File: config.mk
export PLATFORM = sky130hd
export DESIGN_NAME = feature_frame_loader
export DESIGN_NICKNAME = d
export VERILOG_FILES = /design/src/rtl/feature_frame_loader_pkg.sv /design/src/rtl/feature_frame_loader_frame_buffer.sv /design/src/rtl/feature_frame_loader.sv
export SDC_FILE = /design/constraint.sdc
export NUM_CORES = 1
export LEC_CHECK = 0
export BUFFER_PORTS_ARGS = -buffer_cell sky130_fd_sc_hd__clkbuf_2
export CAP_MARGIN = 30
export CORE_MARGIN = 3
export CORE_UTILIZATION = 45
export DETAILED_ROUTE_END_ITERATION = 8
export HOLD_SLACK_MARGIN = 0.06
export PLACE_DENSITY = 0.81
export SLEW_MARGIN = 30
export SYNTH_ARGS = -nofsm -noshare
export SYNTH_HDL_FRONTEND = slang
export SYNTH_SLANG_ARGS = --single-unit
File: constraint.sdc
create_clock -name clk -period 2.7 [get_ports clk]
set_clock_uncertainty 0.1 [all_clocks]
set_input_delay 0.81 -clock clk [delete_from_list [all_inputs] [get_ports clk]]
set_output_delay 0.81 -clock clk [all_outputs]
set_load 0.005 [all_outputs]
File: src/rtl/feature_frame_loader_pkg.sv
// Shared constants and buffer-state type for the feature frame loader.
// The double-buffer build is selected with FEATURE_LOADER_DBUF_EN (see feature_frame_loader.sv).
package feature_frame_loader_pkg;

  localparam int TOTAL_NUM_CHANNEL = 4;
  localparam int CHANNEL_WIDTH     = 2;

  typedef enum logic {
    BUF_FILL = 1'b0,
    BUF_FULL = 1'b1
  } buf_state_e;

  // A one-channel frame still needs a one-bit counter to stay a legal vector.
  function automatic int idx_width(input int n);
    return (n > 1) ? $clog2(n) : 1;
  endfunction

endpackage

File: src/rtl/feature_frame_loader_frame_buffer.sv
// One frame buffer: per-channel write port, FILL/FULL flag, cleared on the output handshake.
// Channel 0 is packed into the MSBs of data_o.
module frame_buffer
  import feature_frame_loader_pkg::*;
#(
  parameter int NUM_CHANNEL = TOTAL_NUM_CHANNEL,
  parameter int WIDTH       = CHANNEL_WIDTH,
  parameter int IDX_W       = idx_width(TOTAL_NUM_CHANNEL)
) (
  input  logic                         clk,
  input  logic                         rst,
  input  logic                         wr_en_i,
  input  logic [IDX_W-1:0]             wr_idx_i,
  input  logic [WIDTH-1:0]             wr_data_i,
  input  logic                         set_full_i,
  input  logic                         clr_full_i,
  output logic                         full_o,
  output logic [NUM_CHANNEL*WIDTH-1:0] data_o
);

  buf_state_e       state_q;
  logic [WIDTH-1:0] chan_q [NUM_CHANNEL];

  always_ff @(posedge clk or posedge rst) begin
    if (rst) begin
      state_q <= BUF_FILL;
    end else if (set_full_i) begin
      state_q <= BUF_FULL;
    end else if (clr_full_i) begin
      state_q <= BUF_FILL;
    end
  end

  always_ff @(posedge clk or posedge rst) begin
    if (rst) begin
      for (int i = 0; i < NUM_CHANNEL; i++) chan_q[i] <= '0;
    end else begin
      for (int i = 0; i < NUM_CHANNEL; i++) begin
        if (wr_en_i && (wr_idx_i == IDX_W'(i))) chan_q[i] <= wr_data_i;
      end
    end
  end

  assign full_o = (state_q == BUF_FULL);

  for (genvar gi = 0; gi < NUM_CHANNEL; gi++) begin : g_pack
    assign data_o[(NUM_CHANNEL-1-gi)*WIDTH +: WIDTH] = chan_q[gi];
  end

endmodule

File: src/rtl/feature_frame_loader.sv
// Assembles per-channel feature beats into full frames and hands them to the fusion core.
// Define FEATURE_LOADER_DBUF_EN for ping-pong double buffering; otherwise a single buffer is used.
module feature_frame_loader
  import feature_frame_loader_pkg::*;
#(
  parameter int NUM_CHANNEL = TOTAL_NUM_CHANNEL,
  parameter int WIDTH       = CHANNEL_WIDTH
) (
  input  logic                         clk,
  input  logic                         rst,
  input  logic [WIDTH-1:0]             din,
  input  logic                         din_last,
  input  logic                         din_valid,
  output logic                         din_ready,
  output logic [NUM_CHANNEL*WIDTH-1:0] features_top,
  output logic                         fin_valid,
  input  logic                         fin_ready,
  output logic                         frame_err
);

  localparam int               IDX_W    = idx_width(NUM_CHANNEL);
  localparam logic [IDX_W-1:0] LAST_IDX = IDX_W'(NUM_CHANNEL - 1);
`ifdef FEATURE_LOADER_DBUF_EN
  localparam int NBUF = 2;
`else
  localparam int NBUF = 1;
`endif

  logic [IDX_W-1:0] chan_idx_q, chan_idx_d;
  logic             din_ready_q, din_ready_d;
  logic             frame_err_q, frame_err_d;

  logic accept, at_last_idx, frame_done, frame_bad, out_hs;
  logic [NBUF-1:0] wr_oh, rd_oh, full_vec, set_vec, clr_vec, full_next;
  logic [NUM_CHANNEL*WIDTH-1:0] buf_data [NBUF];
  logic [NUM_CHANNEL*WIDTH-1:0] mux_data;

  assign accept      = din_valid & din_ready_q;
  assign at_last_idx = (chan_idx_q == LAST_IDX);
  assign frame_done  = accept & din_last & at_last_idx;
  // Early last and missing last are the two ways din_last can disagree with the counter.
  assign frame_bad   = accept & (din_last ^ at_last_idx);

  assign fin_valid = |(full_vec & rd_oh);
  assign out_hs    = fin_valid & fin_ready;

  assign set_vec   = wr_oh & {NBUF{frame_done}};
  assign clr_vec   = rd_oh & {NBUF{out_hs}};
  assign full_next = set_vec | (full_vec & ~clr_vec);

`ifdef FEATURE_LOADER_DBUF_EN
  logic wr_sel_q, rd_sel_q;

  // Write and read pointers advance alternately, so frames leave in arrival order.
  always_ff @(posedge clk or posedge rst) begin
    if (rst) begin
      wr_sel_q <= 1'b0;
      rd_sel_q <= 1'b0;
    end else begin
      if (frame_done) wr_sel_q <= ~wr_sel_q;
      if (out_hs)     rd_sel_q <= ~rd_sel_q;
    end
  end

  assign wr_oh = {wr_sel_q, ~wr_sel_q};
  assign rd_oh = {rd_sel_q, ~rd_sel_q};
`else
  assign wr_oh = 1'b1;
  assign rd_oh = 1'b1;
`endif

  for (genvar gi = 0; gi < NBUF; gi++) begin : g_buf
    frame_buffer #(
      .NUM_CHANNEL (NUM_CHANNEL),
      .WIDTH       (WIDTH),
      .IDX_W       (IDX_W)
    ) u_frame_buffer (
      .clk        (clk),
      .rst        (rst),
      .wr_en_i    (accept & wr_oh[gi]),
      .wr_idx_i   (chan_idx_q),
      .wr_data_i  (din),
      .set_full_i (set_vec[gi]),
      .clr_full_i (clr_vec[gi]),
      .full_o     (full_vec[gi]),
      .data_o     (buf_data[gi])
    );
  end

  always_comb begin
    mux_data = '0;
    for (int i = 0; i < NBUF; i++) begin
      if (rd_oh[i]) mux_data = mux_data | buf_data[i];
    end
  end

  assign features_top = mux_data;

  always_comb begin
    chan_idx_d = chan_idx_q;
    if (accept) begin
      chan_idx_d = (din_last || at_last_idx) ? '0 : chan_idx_q + IDX_W'(1);
    end
    din_ready_d = ~&full_next;
    frame_err_d = frame_bad;
  end

  always_ff @(posedge clk or posedge rst) begin
    if (rst) begin
      chan_idx_q  <= '0;
      din_ready_q <= 1'b1;
      frame_err_q <= 1'b0;
    end else begin
      chan_idx_q  <= chan_idx_d;
      din_ready_q <= din_ready_d;
      frame_err_q <= frame_err_d;
    end
  end

  assign din_ready = din_ready_q;
  assign frame_err = frame_err_q;

endmodule

==> impl_metrics.csv, run 1 <==
group,metric,value,unit
power_and_ir_drop,ir_worst_vdd,343.0,uV
synth,mappedNetlistArea,680.7,um^2
synth,postSynthRegisterBits,13,
clocking,cts_setup_buffers,0,
layout,final_layout_size_suffix_gt1_share,50.00,%
synth,dominant_combinational_cell_family_by_area_after_synthesis,"multiplexers",
critical_path,critPathCapture,"din_ready",
critical_path,reg2reg_slack,1330,ps
clocking,numClockSinks,13,
timing,final_critical_delay_including_setup_and_external_delays,2054,ps
timing,fin_ws,645.8,ps
timing,unrepaired_setup_endpoints_after_global_routing,"false",
flow_run,max-cap-violations,0,
grt,wire_length_of_the_first_global_routing_pass,1.787,mm
critical_path,cp_data_required_time,1790,ps
critical_path,path_class,"flip-flop to output port",
grt,first_global_vias,393,
clocking,postCtsHoldBufs,0,
synth,synth_compound_area_share,3.309,%
power_and_ir_drop,p_leak,0.0004022,uW
timing,final-max-slew-violation-count,0,
synth,post_synthesis_average_cell_area,14.48,um^2
drt,viasPerCell,4.864,
timing,slew_headroom,67.68,%
drt,first_iter_violations,3,
synth,synth_cell_types,14,
critical_path,timing.critical_path.fanout_max,10,
hold_path,hold_path.startpoint,"g_buf[0].u_frame_buffer.data_o[4]",
place,buffer_ports.inserted,17,
synth,synth_top_area_share,44.12,%
clocking,clockBufferDepth,2,
hold_path,hold_path.class,"flip-flop to flip-flop",
layout,insertedDiodeCount,0,
synth,mappedNetlistNets,59,
clocking,cts_tree,"yes",
critical_path,critical_path_arrival,1140,ps
clocking,postCtsResizedCells,0,
critical_path,count_of_buffering_cells_on_the_critical_path_with_inverters_included,1,
critical_path,worst_path_largest_cell_delay,710,ps
synth,synth_mux_area_share,17.65,%
critical_path,critPathSlowestCell,"sky130_fd_sc_hd__dfstp_2",
synth,post-synth-top-area-cell,"sky130_fd_sc_hd__dfrtp_1",
place,globalplace.congestion,0.7314,
layout,num-nets-final,79,
clocking,cts.root.buffer_cell,"sky130_fd_sc_hd__clkbuf_4",
critical_path,regToRegStartpoint,"din_ready",
place,post_dp_cell_area,762.0,um^2
critical_path,setup.worst_path.start_class,"flip-flop",
timing,setup-tns-final,0,ps
power_and_ir_drop,cellPowerDensity,817.2,nW/um^2
synth,yosysSeqAreaShare,47.98,%
drt,drt_first_pass_iters,3,
floorplanning,rows,13,
timing,worstMarginPinSlew,484.3,ps
hold_path,whs_path_depth,1,
critical_path,series_of_cell_instances_along_the_critical_path,"clkbuf_2",
layout,postLayoutCoreUtil,57.69,%
layout,final_design_area_no_fill,788.3,um^2
drt,routedWlPerCell,12.41,um
synth,synth-adder-area-share,9.191,%
layout,area_delta_synth_final,15.81,%
floorplanning,core,1366,um^2
place,dp_hpwl,833.8,um
critical_path,end_kind,"output port",
clocking,cts.clk_slew.worst_paths,80,ps
grt,grt_remaining_overflow,0,
floorplanning,chipHeight,44.89,um
clocking,cts_bufs_inserted,3,
clocking,worst_skew_pair.late_latency,270,ps
drt,post-route-drc-count,0,
place,preCtsSetupSlack,936.1,ps
critical_path,worst_path_dominant_cell_family,"flip-flops",
timing,achievable_clock_frequency,486.8,MHz
synth,synth.top_cells.by_area,"sky130_fd_sc_hd__dfrtp_1 (44%), sky130_fd_sc_hd__mux2_4 (18%), sky130_fd_sc_hd__nand3_4 (10%)",
timing,setup-violations-final,0,
critical_path,critical_path.reg2reg.endpoint,"g_buf[0].u_frame_buffer.data_o[6]",
clocking,htree_levels,1,
drt,drt.antenna.violating_nets,0,
floorplanning,ios,18,
drt,totalWireLength,1.005,mm
timing,layout_worst_path_cycle_share,76.08,%
floorplanning,die-area,2015,um^2
grt,globalRouteTotalUtil,12.19,%
synth,post_synth_and_or_nand_nor_area_fraction,15.26,%
synth,gate_count_after_technology_mapping,47,
critical_path,worstSetupPathDepth,1,
timing,holdWs,416.4,ps
grt,largest_net_degree_at_the_start_of_global_routing,14,
timing,final-hold-violation-count,0,
drt,vias,394,
synth,synth_xor_area_share,0,%
critical_path,worst_r2r_path_depth,2,
status,run_status,"finished, final reports clean",
synth,yosys_warnings,0,
floorplanning,start_util,49.82,%
grt,number_of_antenna_violations_at_the_first_check_in_global_routing,0,
critical_path,setup.worst_path.start,"din_ready",
floorplanning,die_w,44.89,um
==> cells by family after synthesis <==
| family | after synthesis |
|---|---|
| and+or+nand+nor | 9 |
| DFF | 13 |
| adders and majority gates | 5 |
| AOI/OAI and AO/OA | 4 |
| buffers and inverters | 8 |
| muxes | 8 |
==> report_power, final <==
| part | internal (uW) | switching, uW | total (uW) |
|---|---|---|---|
| logic | 145 | 81.8 | 227 |
| clock network | 57.0 | 57.3 | 114 |
| registers | 262 | 41.2 | 303 |
==> cell usage after synthesis <==
cell                       instances
sky130_fd_sc_hd__nand3_4           4
sky130_fd_sc_hd__dfstp_2           1
sky130_fd_sc_hd__buf_6             2
sky130_fd_sc_hd__nand4b_1          1
sky130_fd_sc_hd__inv_1             6
sky130_fd_sc_hd__nand4_1           2
sky130_fd_sc_hd__and2_1            1
sky130_fd_sc_hd__o21a_1            1
sky130_fd_sc_hd__dfrtp_1          12
sky130_fd_sc_hd__o21ai_0           1
sky130_fd_sc_hd__o21ai_1           2
sky130_fd_sc_hd__and3_1            1
sky130_fd_sc_hd__ha_1              5
sky130_fd_sc_hd__mux2_4            8
==> worst min path at each step <==
stage,end,slack (ps)
global route,g_buf[0].u_frame_buffer.data_o[4],430
global placement,g_buf[0].u_frame_buffer.data_o[0],400
floorplan,g_buf[0].u_frame_buffer.data_o[2],410
detailed placement,g_buf[0].u_frame_buffer.data_o[4],400
CTS,g_buf[0].u_frame_buffer.data_o[4],420
finish,g_buf[0].u_frame_buffer.data_o[4],420
==> routing by layer <==
metal | global-route usage (%) | routed length, um | part of all wire, % | up-vias
li1 | - | - | - | 200
met1 | 17.50 | 495 | 49 | 183
met2 | 18.34 | 453 | 45 | 11
met3 | 3.984 | 56 | 5.6 | 0
met4 | 1.754 | 0 | 0 | 0
met5 | 0 | 0 | 0 | -
==> area by class of cell <==
type,instances,area [um^2]
Fill cell,125,578.1
Sequential cell,13,326.6
Multi-Input combinational cell,26,309.0
Timing Repair Buffer,17,85.08
Clock buffer,4,26.28
Inverter,6,22.52
Tap cell,15,18.77
==> stage by stage <==
step | total power, uW | cells
floorplan | 454.1 | 47
CTS | 658.0 | 81
global placement | 530.2 | 77
finish | 644.2 | 81
global route | 694.2 | 81
detailed placement | 539.2 | 77
==> state kept, by name (all words and copies together) (netlist names) <==
signal / cells
g_buf.u_frame_buffer.data_o: 8
chan_idx_q: 2
frame_err: 1
g_buf.u_frame_buffer.full_o: 1
din_ready: 1
==> cells in the final DEF, fill, tap and decap left out, drive strengths merged <==
master  netlist  final
and2          1      1
and3          1      1
clkbuf        0     21
dfrtp        12     12
dfstp         1      1
ha            5      5
inv           6      6
mux2          8      8
nand3         4      4
nand4         2      2
nand4b        1      1
o21a          1      1
o21ai         3      3
Power figures use the tool's default switching activity.
==> run 2, diff against run 1 <==
- ABC_AREA: default -> 1
- CORE_UTILIZATION: 45 -> 43
- PLACE_DENSITY: 0.81 -> 0.82
- clock period: 2.7 -> 1.71 ns (I/O delays scaled with it)
==> impl_metrics.csv, run 2 <==
group,metric,value,unit
power_and_ir_drop,ir_worst_vdd,739.2,uV
timing,setup-tns-final,0,ps
timing,unrepaired_setup_endpoints_after_global_routing,"false",
clocking,cts_bufs_inserted,3,
timing,achievable_clock_frequency,627.7,MHz
grt,global_route.peak_usage_layer,"met2",
flow_run,max-cap-violations,0,
timing,final_critical_delay_including_setup_and_external_delays,1593,ps
grt,number_of_antenna_violations_at_the_first_check_in_global_routing,0,
clocking,cts_setup_buffers,0,
layout,final.fill_count,113,
grt,first_global_vias,496,
synth,synth.top_cells.by_area,"sky130_fd_sc_hd__dfrtp_1 (49%), sky130_fd_sc_hd__nand2_1 (17%), sky130_fd_sc_hd__ha_1 (10%)",
synth,postSynthRegisterBits,13,
synth,share_of_flip_flops_with_an_asynchronous_set_or_reset_after_synthesis,100.0,%
clocking,cts.clk_slew.worst_paths,70,ps
clocking,cts.root.buffer_cell,"sky130_fd_sc_hd__clkbuf_4",
floorplanning,chipHeight,43.57,um
critical_path,critPathSlowestCell,"sky130_fd_sc_hd__dfstp_2",
power_and_ir_drop,cellPowerDensity,1263,nW/um^2
layout,insertedDiodeCount,0,
layout,final_common_cell,"sky130_fd_sc_hd__nand2_1",
layout,num-nets-final,107,
critical_path,worst_path_dominant_cell_family,"flip-flops",
critical_path,worst_path_largest_cell_delay,580,ps
power_and_ir_drop,power.share.combinational,29.7,%
power_and_ir_drop,power.sequential.fraction,50.5,%
drt,drt_first_pass_iters,4,
synth,post-synth-top-area-cell,"sky130_fd_sc_hd__dfrtp_1",
timing,layout_worst_path_cycle_share,93.17,%
grt,groute.layer.met3.usage,3.734,%
timing,slew_headroom,67.29,%
critical_path,timing.critical_path.fanout_max,6,
drt,first_iter_violations,9,
timing,final-max-slew-violation-count,0,
synth,post_synthesis_average_cell_area,8.313,um^2
critical_path,cp_data_required_time,1100,ps
clocking,clockBufferDepth,2,
power_and_ir_drop,internal_dissipation,625.4,uW
clocking,htree_levels,1,
place,dp_hpwl,901.4,um
synth,mappedNetlistArea,606.8,um^2
floorplanning,die-area,1898,um^2
grt,globalRouteTotalUtil,14.80,%
grt,met2_global_route_usage,22.09,%
drt,routedWlPerCell,10.69,um
synth,synth_top_area_share,49.48,%
synth,top_ff_cell_synth,"sky130_fd_sc_hd__dfrtp_1",
drt,drt.antenna.violating_nets,0,
synth,yosysSeqAreaShare,53.81,%
floorplanning,die_w,43.57,um
hold_path,hold_path.class,"input port to asynchronous set/reset pin",
power_and_ir_drop,p_leak,0.0004229,uW
floorplanning,core,1216,um^2
power_and_ir_drop,power_switching_share,32.68,%
synth,mappedNetlistNets,85,
clocking,worst_skew_pair.late_latency,270,ps
critical_path,series_of_cell_instances_along_the_critical_path,"clkbuf_2",
layout,largest_reg_flops,8,
layout,layout_common_cells,"sky130_fd_sc_hd__nand2_1 (28), sky130_fd_sc_hd__clkbuf_2 (17), sky130_fd_sc_hd__dfrtp_1 (12)",
synth,gate_count_after_technology_mapping,73,
power_and_ir_drop,pwr-share-clk,19.8,%
critical_path,count_of_buffering_cells_on_the_critical_path_with_inverters_included,1,
clocking,postCtsHoldBufs,0,
critical_path,critical_path_arrival,980,ps
critical_path,setup.worst_path.start_class,"flip-flop",
drt,post-route-drc-count,0,
layout,area_delta_synth_final,21.24,%
drt,vias,493,
floorplanning,start_util,49.90,%
timing,setup-violations-final,0,
drt,totalWireLength,1.155,mm
grt,grt_use_met1,20.63,%
clocking,cts_tree,"yes",
place,globalplace.congestion,0.7772,
synth,synthTopCellsByCount,"sky130_fd_sc_hd__nand2_1 (28), sky130_fd_sc_hd__dfrtp_1 (12), sky130_fd_sc_hd__inv_1 (11)",
synth,synth_edf_count,0,
grt,wire_length_of_the_first_global_routing_pass,2.125,mm
power_and_ir_drop,switchingPower,303.6,uW
floorplanning,ios,18,
grt,largest_net_degree_at_the_start_of_global_routing,14,
layout,final_layout_size_suffix_gt1_share,23.40,%
clocking,numClockSinks,13,
timing,final-hold-violation-count,0,
place,placed_cells_incl_taps,104,
place,buffer_ports.inserted,17,
layout,post_layout_nonfiller_instances,108,
critical_path,end_kind,"output port",
grt,grt_remaining_overflow,0,
status,run_status,"finished, final reports clean",
critical_path,path_class,"flip-flop to output port",
drt,viasPerCell,4.565,
timing,worstMarginPinSlew,490.1,ps
synth,yosys_warnings,0,
clocking,postCtsResizedCells,0,
synth,most_frequent_cell_after_synthesis,"sky130_fd_sc_hd__nand2_1",
floorplanning,rows,12,
synth,synth_cell_types,9,
==> run 2: cell types whose count changed after synthesis, sizes merged, moves of 2 or more <==
cell	before	now
buf	2	0
nand4	2	0
nand2	0	29
inv	6	11
mux2	8	0
nor2	0	8
==> run 2: power groups by stage <==
stage	registers, uW	clock network, uW	logic [uW]
2_1_floorplan	473	0	140
3_3_place_gp	466	0	274
3_5_place_dp	474	0	279
4_1_cts	468	194	282
5_1_grt	484	209	323
6_report	469	184	276
==> run 2: stage by stage <==
stage / cell area [um^2] / power (uW) / setup slack, ps / util [%] / hold slack (ps)
finish: 735.7 / 929.0 / 116.8 / 60.49 / 134.1
global route: 735.7 / 1016 / 58.06 / 60.49 / 166.3
CTS: 735.7 / 944.0 / 106.3 / 60.49 / 145.7
detailed placement: 709.4 / 753.0 / 416.5 / 58.33 / 368.8
global placement: 709.4 / 739.2 / 424.5 / 58.33 / 363.7
floorplan: 606.8 / 612.9 / 541.0 / - / 289.2
==> run 2: worst paths after layout <==
check	startpoint	endpoint	slack (ps)	cells past startpoint
min	rst	g_buf[0].u_frame_buffer.data_o[1]	130	2
max	din_ready	din_ready	120	1
max reg2reg	chan_idx_q[0]	frame_err	460	5
max in group asynchronous	rst	din_ready	1020	2
min in group clk	g_buf[0].u_frame_buffer.data_o[1]	g_buf[0].u_frame_buffer.data_o[1]	380	2
min reg2reg	g_buf[0].u_frame_buffer.data_o[1]	g_buf[0].u_frame_buffer.data_o[1]	380	2
==> run 2: logic make-up after synthesis <==
family	Yosys count	share of synthesized area, %
AO/OA/AOI/OAI	3	2.474
adder cells (fa/ha/maj)	5	10.31
buffers and inverters	11	6.804
flip-flops	13	53.82
AND/OR/NAND/NOR	41	26.60
==> run 2: final cells by class <==
cell class	instances	area (um^2)	share of cell area (%)
flip-flops and latches	13	326.6	44.39
multi-input cells	49	239.0	32.48
repair buffers	17	85.08	11.56
inverters	11	41.29	5.612
well taps	14	17.52	2.381
clock buffers	4	26.28	3.571
==> run 2: worst register-to-register path, delay by kind of cell (launching register included) <==
| kind | cells | cell delay, ps |
|---|---|---|
| flip-flops | 1 | 420 |
| adder cells (fa/ha/maj) | 2 | 450 |
| buffers and inverters | 2 | 140 |
| AND/OR/NAND/NOR | 1 | 40 |
==> run 2: layer usage <==
metal	share of wire (%)	wire length, um
met2	44	506
met4	1.5	17
met1	48	559
met3	6.1	71
met5	0	0
